<file path="src/rtl/ccff_chain_loader.sv">
// ccff_chain_loader
//   Serial bitstream loader for one configuration-chain segment. Parallel
//   config words arrive on a valid/ready stream and are shifted into
//   ccff_head LSB first. ccff_shift_en is high on exactly the cycles where
//   the chain must advance. After CHAIN_LEN shifted bits, done pulses once.
//   Optional readback of the old chain contents: define CCFF_READBACK_EN.
module ccff_chain_loader #(
  parameter int CHAIN_LEN = 48,
  parameter int WORD_W    = 8,
  parameter int CNT_W     = $clog2(CHAIN_LEN + 1)
) (
  input  logic              prog_clk,
  input  logic              pReset,
  input  logic              start,
  input  logic              abort,
  input  logic [WORD_W-1:0] s_data,
  input  logic              s_valid,
  output logic              s_ready,
  output logic              ccff_head,
  input  logic              ccff_tail,
  output logic              ccff_shift_en,
  output logic              busy,
  output logic              done,
  output logic [WORD_W-1:0] rb_data,
  output logic              rb_valid
);

  // word_left has to hold values 0..WORD_W
  localparam int WL_W = $clog2(WORD_W + 1);

  localparam logic [1:0] ST_IDLE  = 2'd0;
  localparam logic [1:0] ST_LOAD  = 2'd1;
  localparam logic [1:0] ST_SHIFT = 2'd2;
  localparam logic [1:0] ST_DONE  = 2'd3;

  logic [1:0]        state, state_n;
  logic [CNT_W-1:0]  bit_cnt, bit_cnt_n;
  logic [WL_W-1:0]   word_left, word_left_n;
  logic [WORD_W-1:0] shreg, shreg_n;
  logic              cnt_last;

  // Bit counter increment that sticks at CHAIN_LEN instead of wrapping
  function automatic logic [CNT_W-1:0] cnt_inc(input logic [CNT_W-1:0] cnt);
    if (cnt == CNT_W'(CHAIN_LEN))
      return cnt;
    else
      return cnt + CNT_W'(1);
  endfunction

  // Bits to take from the next word: a full word, or whatever the chain still lacks
  function automatic logic [WL_W-1:0] word_take(input logic [CNT_W-1:0] cnt);
    logic [CNT_W-1:0] rem;
    rem = CNT_W'(CHAIN_LEN) - cnt;
    if (32'(rem) >= 32'(WORD_W))
      return WL_W'(WORD_W);
    else
      return WL_W'(rem);
  endfunction

  assign cnt_last = (cnt_inc(bit_cnt) == CNT_W'(CHAIN_LEN));

  // Next-state logic for the load FSM and its datapath
  always_comb begin
    state_n     = state;
    bit_cnt_n   = bit_cnt;
    word_left_n = word_left;
    shreg_n     = shreg;
    case (state)
      ST_IDLE: begin
        if (start && !abort) begin
          state_n   = ST_LOAD;
          bit_cnt_n = '0;
        end
      end
      ST_LOAD: begin
        if (abort) begin
          state_n = ST_IDLE;
        end else if (s_valid && s_ready) begin
          shreg_n     = s_data;
          word_left_n = word_take(bit_cnt);
          state_n     = ST_SHIFT;
        end
      end
      ST_SHIFT: begin
        if (abort) begin
          state_n = ST_IDLE;
        end else begin
          shreg_n     = shreg >> 1;
          word_left_n = word_left - WL_W'(1);
          bit_cnt_n   = cnt_inc(bit_cnt);
          if (word_left <= WL_W'(1))
            state_n = cnt_last ? ST_DONE : ST_LOAD;
        end
      end
      default: begin
        state_n = ST_IDLE;
      end
    endcase
  end

  // State and registered outputs; outputs are decoded from the next state so
  // they line up with the state they describe
  always_ff @(posedge prog_clk) begin
    if (pReset) begin
      state         <= ST_IDLE;
      bit_cnt       <= '0;
      word_left     <= '0;
      shreg         <= '0;
      s_ready       <= 1'b0;
      ccff_head     <= 1'b0;
      ccff_shift_en <= 1'b0;
      busy          <= 1'b0;
      done          <= 1'b0;
    end else begin
      state         <= state_n;
      bit_cnt       <= bit_cnt_n;
      word_left     <= word_left_n;
      shreg         <= shreg_n;
      s_ready       <= (state_n == ST_LOAD);
      ccff_head     <= (state_n == ST_SHIFT) ? shreg_n[0] : 1'b0;
      ccff_shift_en <= (state_n == ST_SHIFT);
      busy          <= (state_n != ST_IDLE);
      done          <= (state_n == ST_DONE);
    end
  end

`ifdef CCFF_READBACK_EN
  logic [WORD_W-1:0] rb_shreg;
  logic [WL_W-1:0]   rb_cnt;
  logic [WORD_W-1:0] rb_word;
  logic              rb_last;

  // Tail bit lands at its final position, so a short last word is zero-padded
  assign rb_word = rb_shreg | (WORD_W'(ccff_tail) << rb_cnt);
  assign rb_last = (rb_cnt == WL_W'(WORD_W - 1)) || cnt_last;

  // Capture the old chain contents as they fall out of the tail
  always_ff @(posedge prog_clk) begin
    if (pReset) begin
      rb_shreg <= '0;
      rb_cnt   <= '0;
      rb_data  <= '0;
      rb_valid <= 1'b0;
    end else begin
      rb_valid <= 1'b0;
      if (state == ST_SHIFT && !abort) begin
        if (rb_last) begin
          rb_data  <= rb_word;
          rb_valid <= 1'b1;
          rb_shreg <= '0;
          rb_cnt   <= '0;
        end else begin
          rb_shreg <= rb_word;
          rb_cnt   <= rb_cnt + WL_W'(1);
        end
      end else if (state == ST_IDLE || abort) begin
        rb_shreg <= '0;
        rb_cnt   <= '0;
      end
    end
  end
`else
  logic unused_tail;

  assign unused_tail = ccff_tail;
  assign rb_data     = '0;
  assign rb_valid    = 1'b0;
`endif

endmodule

</file>
<file path="config.mk">
export PLATFORM = sky130hd
export DESIGN_NAME = ccff_chain_loader
export DESIGN_NICKNAME = d
export VERILOG_FILES = /design/src/rtl/ccff_chain_loader.sv
export SDC_FILE = /design/constraint.sdc
export NUM_CORES = 1
export LEC_CHECK = 0
export ABC_AREA = 1
export CORE_MARGIN = 2
export CORE_UTILIZATION = 51
export CTS_CLUSTER_DIAMETER = 60
export CTS_CLUSTER_SIZE = 10
export DETAILED_ROUTE_END_ITERATION = 12
export PLACE_DENSITY = 0.81
export SYNTH_ARGS = -nofsm -noshare
export SYNTH_HDL_FRONTEND = slang
export SYNTH_SLANG_ARGS = --single-unit
</file>
<file path="constraint.sdc">
create_clock -name prog_clk -period 2.2 [get_ports prog_clk]
set_input_delay 0.55 -clock prog_clk [delete_from_list [all_inputs] [get_ports prog_clk]]
set_output_delay 0.55 -clock prog_clk [all_outputs]
set_load 0.005 [all_outputs]
</file>
# Word level (Yosys, flattened, before mapping)
# Cells that the tools add are included.
totals:
  reg_bits: 25
  latch_bits: 0
  ram_bits: 0
  romBits: 0
  out_inout_bits: 14
  wordCells: 57
  mem_count: 0
classes:
  n_addsub: 3
  multipliers: 0
  div: 0
  order_cmp: 2
  n_eq_ne: 11
  shift: 0
  mux: 20
  bitwise_logic: 1
  reduce_logical: 10
op_table:
  columns: ["cell", "n"]
  rows:
  - ["8-bit 2-to-1 mux", 3]
  - ["6-bit 2-to-1 mux", 3]
  - ["4-bit 2-to-1 mux", 4]
  - ["8-bit one-hot mux with 2 select lines", 1]
  - ["6-bit equality test, second input constant", 2]
  - ["2-bit 2-to-1 mux", 6]
  - ["6-bit one-hot mux with 2 select lines", 1]
  - ["2-bit inequality test, second input constant", 4]
  - ["4-bit one-hot mux with 2 select lines", 1]
  - ["6-bit by 1-bit adder with 6-bit output, second input constant", 1]
  - ["2-bit equality test, second input constant", 3]
  - ["6-bit by 4-bit >= comparator with 1-bit output, second input constant", 1]
  - ["2-bit one-hot mux with 3 select lines", 1]
  - ["2-bit nonzero test", 3]
  - ["6-bit subtractor, first input constant", 1]
  - ["2-bit by 1-bit equality test with 1-bit output, second input constant", 2]
  - ["4-bit by 1-bit less-or-equal comparator with 1-bit output, second input constant", 1]
  - ["4-bit AND reduction", 1]
  - ["4-bit by 1-bit subtractor with 4-bit output, second input constant", 1]
  - ["3-bit AND reduction", 1]
  - ["1-bit logical AND", 2]
  - ["2-bit zero test", 1]
  - ["2-bit OR reduction", 1]
  - ["1-bit zero test", 1]
  - ["1-bit inverter", 1]

# Logic depth before layout (Yosys ltp)
# Gate-level depths: netlist of the first run.
depth:
  ltp_word: 10
  ltp_mapped: 13
  mapped_depth_nobuf: 13

# Worst setup path after synthesis of the first run
# OpenSTA, ideal clock, no wires.
synth_path:
  path_kind: "flip-flop to flip-flop"
  startpoint: "register state[0]"
  endpoint: "register shreg[6]"
  setup_time_ps: 74
  arrival_ps: 1607
  required_ps: 2126
  slack_ps: 519
  stages_incl_launch_ff: 12
  n_path_buf: 1
  period_less_slack_ps: 1681
  path_cell_list: "dfxtp_1 > inv_1 > ha_1 > inv_2 > nor2_4 > inv_2 > a21oi_4 > inv_2 > nor2_4 > buf_6 > nand3_1 > a31oi_1"
synth_via:
  elab_chain_len: 3
  elab_cells_between_ends: 8
  classes_between: "5 x eq/ne; 1 x mux; 2 x reduce/logical"
synth_lines:
  columns: ["element", "line", "rtl"]
  rows:
  - ["from (decl)", "36", "logic [1:0] state, state_n;"]
  - ["from (signal assigned)", "115", "state <= state_n;"]
  - ["2-bit by 1-bit equality test with 1-bit output / 2-bit equality test (equally long branches)", "68", "case (state)"]
  - ["2-bit inequality test (no line) / 2-bit nonzero test (equally long branches)", null, null]
  - ["4-bit AND reduction (no line)", null, null]
  - ["to (signal assigned)", "118", "shreg <= shreg_n;"]
  - ["to (decl)", "39", "logic [WORD_W-1:0] shreg, shreg_n;"]
# Parallel ways exist; a longest one is shown, timed or not.
# A chain may end at the register's enable or synchronous reset.

# Final worst setup path of the first run
# Same ends and word-level chain as after synthesis.

==> flow_metrics.tcl, run 1 <==
set metrics [dict create \
    reg2reg_setup_slack_ns 0.30 \
    clk_latency_ns 0.32 \
    min_path_type "register to register" \
    number_of_global_route_vias_before_repair 1305 \
    drt-pass1-iter-count 4 \
    detail_route.iter0.violations 67 \
    period_minus_slack_ns 1.90 \
    path_common_cell "sky130_fd_sc_hd__inv_2" \
    leading_cell_type_in_the_layout_fill_and_taps_excluded "sky130_fd_sc_hd__nand2_1" \
    h-tree-depth 1 \
    final.period_utilization_pct 86.3 \
    critical_path_class "register to register" \
    run_status "completed" \
    core.rowCount 19 \
    rsz_0062_raised_after_global_routing "no" \
    setup_fix_buffers_added_after_clock_tree_synthesis 0 \
    synthesis.area_mm2 0.00149 \
    vdd_drop_max_v 0.000485 \
    drc 0 \
    p_per_area_mw_per_mm2 458 \
    route.antenna.remaining_nets 0 \
    cts.sink_count 25 \
    post_cts.resized_instances 0 \
    detail_route.wl_per_cell_um 11.2 \
    n_antenna_cell 0 \
    timing.max_cap.violations 0 \
    gr-usage-all-layers_pct 20.2 \
    critical_path_required_ns 2.44 \
    grt-ovfl-total 0 \
    mean_instance_size_in_the_synthesized_netlist_um2 6.88 \
    grt_start_max_net_pins 14 \
    holdBufCountCts 0 \
    layout_setup_ws_ns 0.302 \
    area_growth_pct 15.0 \
    fp.dieArea_mm2 0.00338 \
    crit_chain "inv_1, ha_1, inv_2, nor2_4, inv_2, a21oi_4, inv_2, nor2_4, nand3_1, a31oi_1" \
    via_count 1456 \
    setup_violations 0 \
    clkSlewWorstSetupHoldPaths_ns 0.14 \
    synthesis.instances 217 \
    gp_congestion 0.867 \
    slew_viol_final 0 \
    drt-vias-per-instance 5.37 \
    max_freq_mhz 527 \
    fin_tns_setup_ns 0 \
    synth_cell_types 23 \
    timing.critical_path.from_type "register" \
    grt_first_pass_wirelength_um 5420 \
    finalNonFillerCells 271 \
    ys_seq_elements 25 \
    nFillCells 268 \
    setup.worst_path.end_class "register" \
    initial_utilization_pct 54.1 \
    cp_max_fo 13 \
    skew_ns 0.0169 \
    placed_cells 267 \
    dieHeight_um 58.1 \
    timing.critical_path.arrival_ns 2.14 \
    tritoncts_clock_tree "done" \
    die_width_um 58.1 \
    hpwlAfterDp_um 2360 \
    tritoncts.num_buffers 3 \
    pre_cts_slack_ns 0.0990 \
    final_area_mm2 0.00172 \
    fp.coreArea_mm2 0.00276 \
    finish.net_count 263 \
    layout.cells.most_common_list "sky130_fd_sc_hd__nand2_1 (46), sky130_fd_sc_hd__inv_1 (26), sky130_fd_sc_hd__dfxtp_1 (25)" \
    cts_root_buffer "sky130_fd_sc_hd__clkbuf_4" \
    cts-root-to-sink-buffers 2 \
    io_buffer_count 17 \
    placedInstanceArea_mm2 0.00169 \
    finalHoldViolations 0 \
    crit_slowest_cell "sky130_fd_sc_hd__dfxtp_1" \
    p_leak_nw 0.718 \
    boundaryPins 28 \
    synth.yosys.seq_area_share_pct 33.5 \
    grt_antenna_before_repair 0 \
    yosysWarningCount 0 \
    final_layout_size_suffix_gt1_share_pct 7.08 \
    finalWirelength_um 3050 \
    cpPeakStageDelay_ns 0.37 \
]
report_power, final:
group	internal, mW	switching [mW]
clock network	0.0709	0.133
logic	0.0522	0.0608
registers	0.462	0.00704
registers in the layout, indices dropped and copies added, names as in the netlist:
| register | count |
|---|---|
| shreg | 8 |
| done | 1 |
| busy | 1 |
| s_ready | 1 |
| ccff_shift_en | 1 |
| ccff_head | 1 |
| word_left | 4 |
| bit_cnt | 6 |
| state | 2 |
final timing paths:
path | start | to | cells past startpoint
worst max-delay path | state[0]$_SDFF_PP0_ | shreg[6]$_SDFFE_PP0P_ | 10
worst min-delay path | shreg[7]$_SDFFE_PP0P_ | shreg[7]$_SDFFE_PP0P_ | 2
worst max register to register | state[0]$_SDFF_PP0_ | shreg[6]$_SDFFE_PP0P_ | 10
worst min register to register | shreg[7]$_SDFFE_PP0P_ | shreg[7]$_SDFFE_PP0P_ | 2
cell families (layout without fill, tap and decap cells):
| group | after synthesis | after routing | share of synthesized area [%] |
|---|---|---|---|
| AOI/OAI and AO/OA | 47 | 47 | 18.2 |
| adders and majority gates | 8 | 8 | 6.71 |
| other | 1 | 9 | 0.251 |
| and+or+nand+nor | 93 | 93 | 27.2 |
| buffers and inverters | 43 | 58 | 14.1 |
| DFF | 25 | 25 | 33.5 |
critical path: cells and delay by family, from the launching register on:
family,cells,cell delay [ns]
AO/OA/AOI/OAI,2,0.32
adder cells (fa/ha/maj),1,0.29
buffers and inverters,4,0.38
flip-flops,1,0.37
AND/OR/NAND/NOR,3,0.45
per-layer routing:
metal  track usage [%]  vias to the layer above  share of wire (%)
li1                  -                      750                  -
met1              26.9                      664                 49
met2              34.3                       37                 46
met3              2.01                        5                4.4
met4              6.64                        0                1.2
met5                 0                        -                  0
through the flow:
stage | hold slack (ns) | utilization (%) | power [mW]
finish | 0.475 | 62.3 | 0.786
detailed placement | 0.460 | 61.3 | 0.592
floorplan | 0.446 | - | 0.552
CTS | 0.478 | 62.3 | 0.799
global placement | 0.459 | 61.3 | 0.589
global route | 0.499 | 62.3 | 0.825
layout make-up:
cell class,count,area (um^2),share of cell area (%)
Sequential cell,25,500,29.2
Tap cell,31,38.8,2.26
Inverter,29,109,6.34
Multi-Input combinational cell,157,812,47.3
Clock buffer,4,26.3,1.53
Timing Repair Buffer,25,230,13.4
synth_stat cells, drive strengths merged:
library cell  number  share of area [%]
buf               12                6.3
o21bai             1               0.50
inv               29                7.3
a32o               1               0.67
o2111ai            1               0.59
clkbuf             2               0.50
ha                 8                6.7
nor2              18                5.5
o22ai              1               0.42
a21oi             21                7.8
o21ai             14                4.7
a31oi              6                2.5
nand4              5                2.1
nand3             24                8.0
conb               1               0.25
a22oi              2                1.0
dfxtp             25                 34
nand2             46                 12
Power figures use the tool's default switching activity.
==> run 2: changes to the inputs <==
Settings changed: SLEW_MARGIN from default to 30.
==> results of run 2 <==
Final layout, timing and power as in run 1 (identical DEF).
==> variant, RTL diff (config.mk and constraints of run 2) <==
`word_left` no longer has a reset.
--- a/src/rtl/ccff_chain_loader.sv
+++ b/src/rtl/ccff_chain_loader.sv
@@ -104,7 +104,6 @@
     if (pReset) begin
       state         <= ST_IDLE;
       bit_cnt       <= '0;
-      word_left     <= '0;
       shreg         <= '0;
       s_ready       <= 1'b0;
       ccff_head     <= 1'b0;
@@ -114,7 +113,6 @@
     end else begin
       state         <= state_n;
       bit_cnt       <= bit_cnt_n;
-      word_left     <= word_left_n;
       shreg         <= shreg_n;
       s_ready       <= (state_n == ST_LOAD);
       ccff_head     <= (state_n == ST_SHIFT) ? shreg_n[0] : 1'b0;
@@ -122,6 +120,10 @@
       busy          <= (state_n != ST_IDLE);
       done          <= (state_n == ST_DONE);
     end
+  end
+
+  always_ff @(posedge prog_clk) begin
+    word_left <= word_left_n;
   end
 
 `ifdef CCFF_READBACK_EN
Behaviour: same outputs for any inputs over 10 cycles, from zero or initial values and one cycle with pReset high; that may be too few to reach the edited logic, so the function may still have changed.
==> variant against run 2 <==
Final cell count is 6.6% lower. Non-clock buffer count is 3 lower. Synthesized cell count is 7.8% lower. Wire length is 5.9% lower. Design area is 0.80% lower. Clock skew is 16 ps lower. Clock power is 2% lower. Synthesized area is 0.50% lower. Sequential cell count stayed put. Total power is 3.2% lower. Worst setup slack worse by 39 ps. Critical path type unchanged. Critical endpoint unchanged. Largest power group unchanged. Highest routed layer unchanged.
==> variant: results <==
[global_routing]
grt_usage_pct = 19.2
grt_use_met3_pct = 2.68
met2_usage_pct = 33.6
grtUsageMet1_pct = 24.5
grt_pass1_vias = 1233
grt_pass1_wl_um = 5140
grt_max_degree = 15

[placement]
post-dp-hpwl_um = 2250
dp.cells = 249
place.gp.congestion = 0.799
pre_cts_slack_ps = 68.7
portBuffers = 17

[logic_synthesis]
yosysUniqueCellTypes = 30
ys_top_cells_by_area = "dfxtp_1 28%, nand2_1 10%, edfxtp_1 8.1%"
synth_top_cells_by_count = "41 x nand2_1, 23 x inv_1, 21 x dfxtp_1"
synth-edff-count = 4
ys.flop_type = "dfxtp_1"
synth_compound_area_share_pct = 16.8
synth_xor_area_share_pct = 2.36
yosysSeqAreaShare_pct = 36.4
synthMuxAreaShare_pct = 0
synthAdderAreaFrac_pct = 6.74
ys.warnings.count = 0
synth_most_common_cell = "nand2_1"
synth_cells = 200

[clock_tree]
clkTransAtPathRegs_ps = 130
htreeDepth = 1

[setup_path]
max_stage_delay_ps = 430
rr_startpoint = "state[0]"
ff2ff_path_depth = 8
worstPathArrival_ps = 2180
critical_path.max_fanout = 12
crit_slowest_cell = "ha_1"
worstSetupPathType = "flip-flop to flip-flop"
crit_path_start_kind = "flip-flop"
worst-r2r-setup-slack_ps = 260

[drt]
vias = 1310
drt_wl_total_um = 2870
drt_iter0_drc = 63
vias_per_cell = 5.18

[timing]
fin_skew_ps = 0.512
setup_viol_count_final = 0
finalCritPeriodShare_pct = 88.0
holdWs_ps = 491

[layout]
layout-drive-gt1-share_pct = 9.01
postLayoutCellArea_um2 = 1700
top_regs = "shreg x8, bit_cnt x6, word_left x4"
fill_cells = 257
nets = 245

[pwr]
p_leak_nw = 0.706
swShare_pct = 24.0
peakVddDrop_uv = 402

[run_status]
run_status = "finished clean"

[hold_path]
min_path_cells = 2
worstHoldPathType = "flip-flop to flip-flop"
==> variant: final cells by class <==
class,count,share of cell area [%]
clock buffers,3,1.32
repair buffers,22,12.2
flip-flops and latches,25,31.7
well taps,31,2.28
multi-input cells,145,46.4
inverters,26,5.73
clock inverters,1,0.294
==> variant: per-layer routing <==
metal  wire (um)  vias to the layer above
met5           0                        -
met4          10                        0
met3         106                        2
met2        1430                       32
met1        1320                      588
li1            -                      688
==> variant: power groups by stage <==
stage          clock network, mW  registers, mW  logic (mW)
2_1_floorplan                  0          0.485      0.0528
3_3_place_gp                   0          0.485      0.0842
3_5_place_dp                   0          0.485      0.0861
4_1_cts                    0.211          0.475      0.0865
5_1_grt                    0.231          0.476      0.0985
6_report                   0.199          0.475      0.0868
==> variant: tightest hold or removal path, cell delays in order (launching register included) <==
cell     delay (ps)
dfxtp_1         330
nand2_1          60
a21oi_1          60
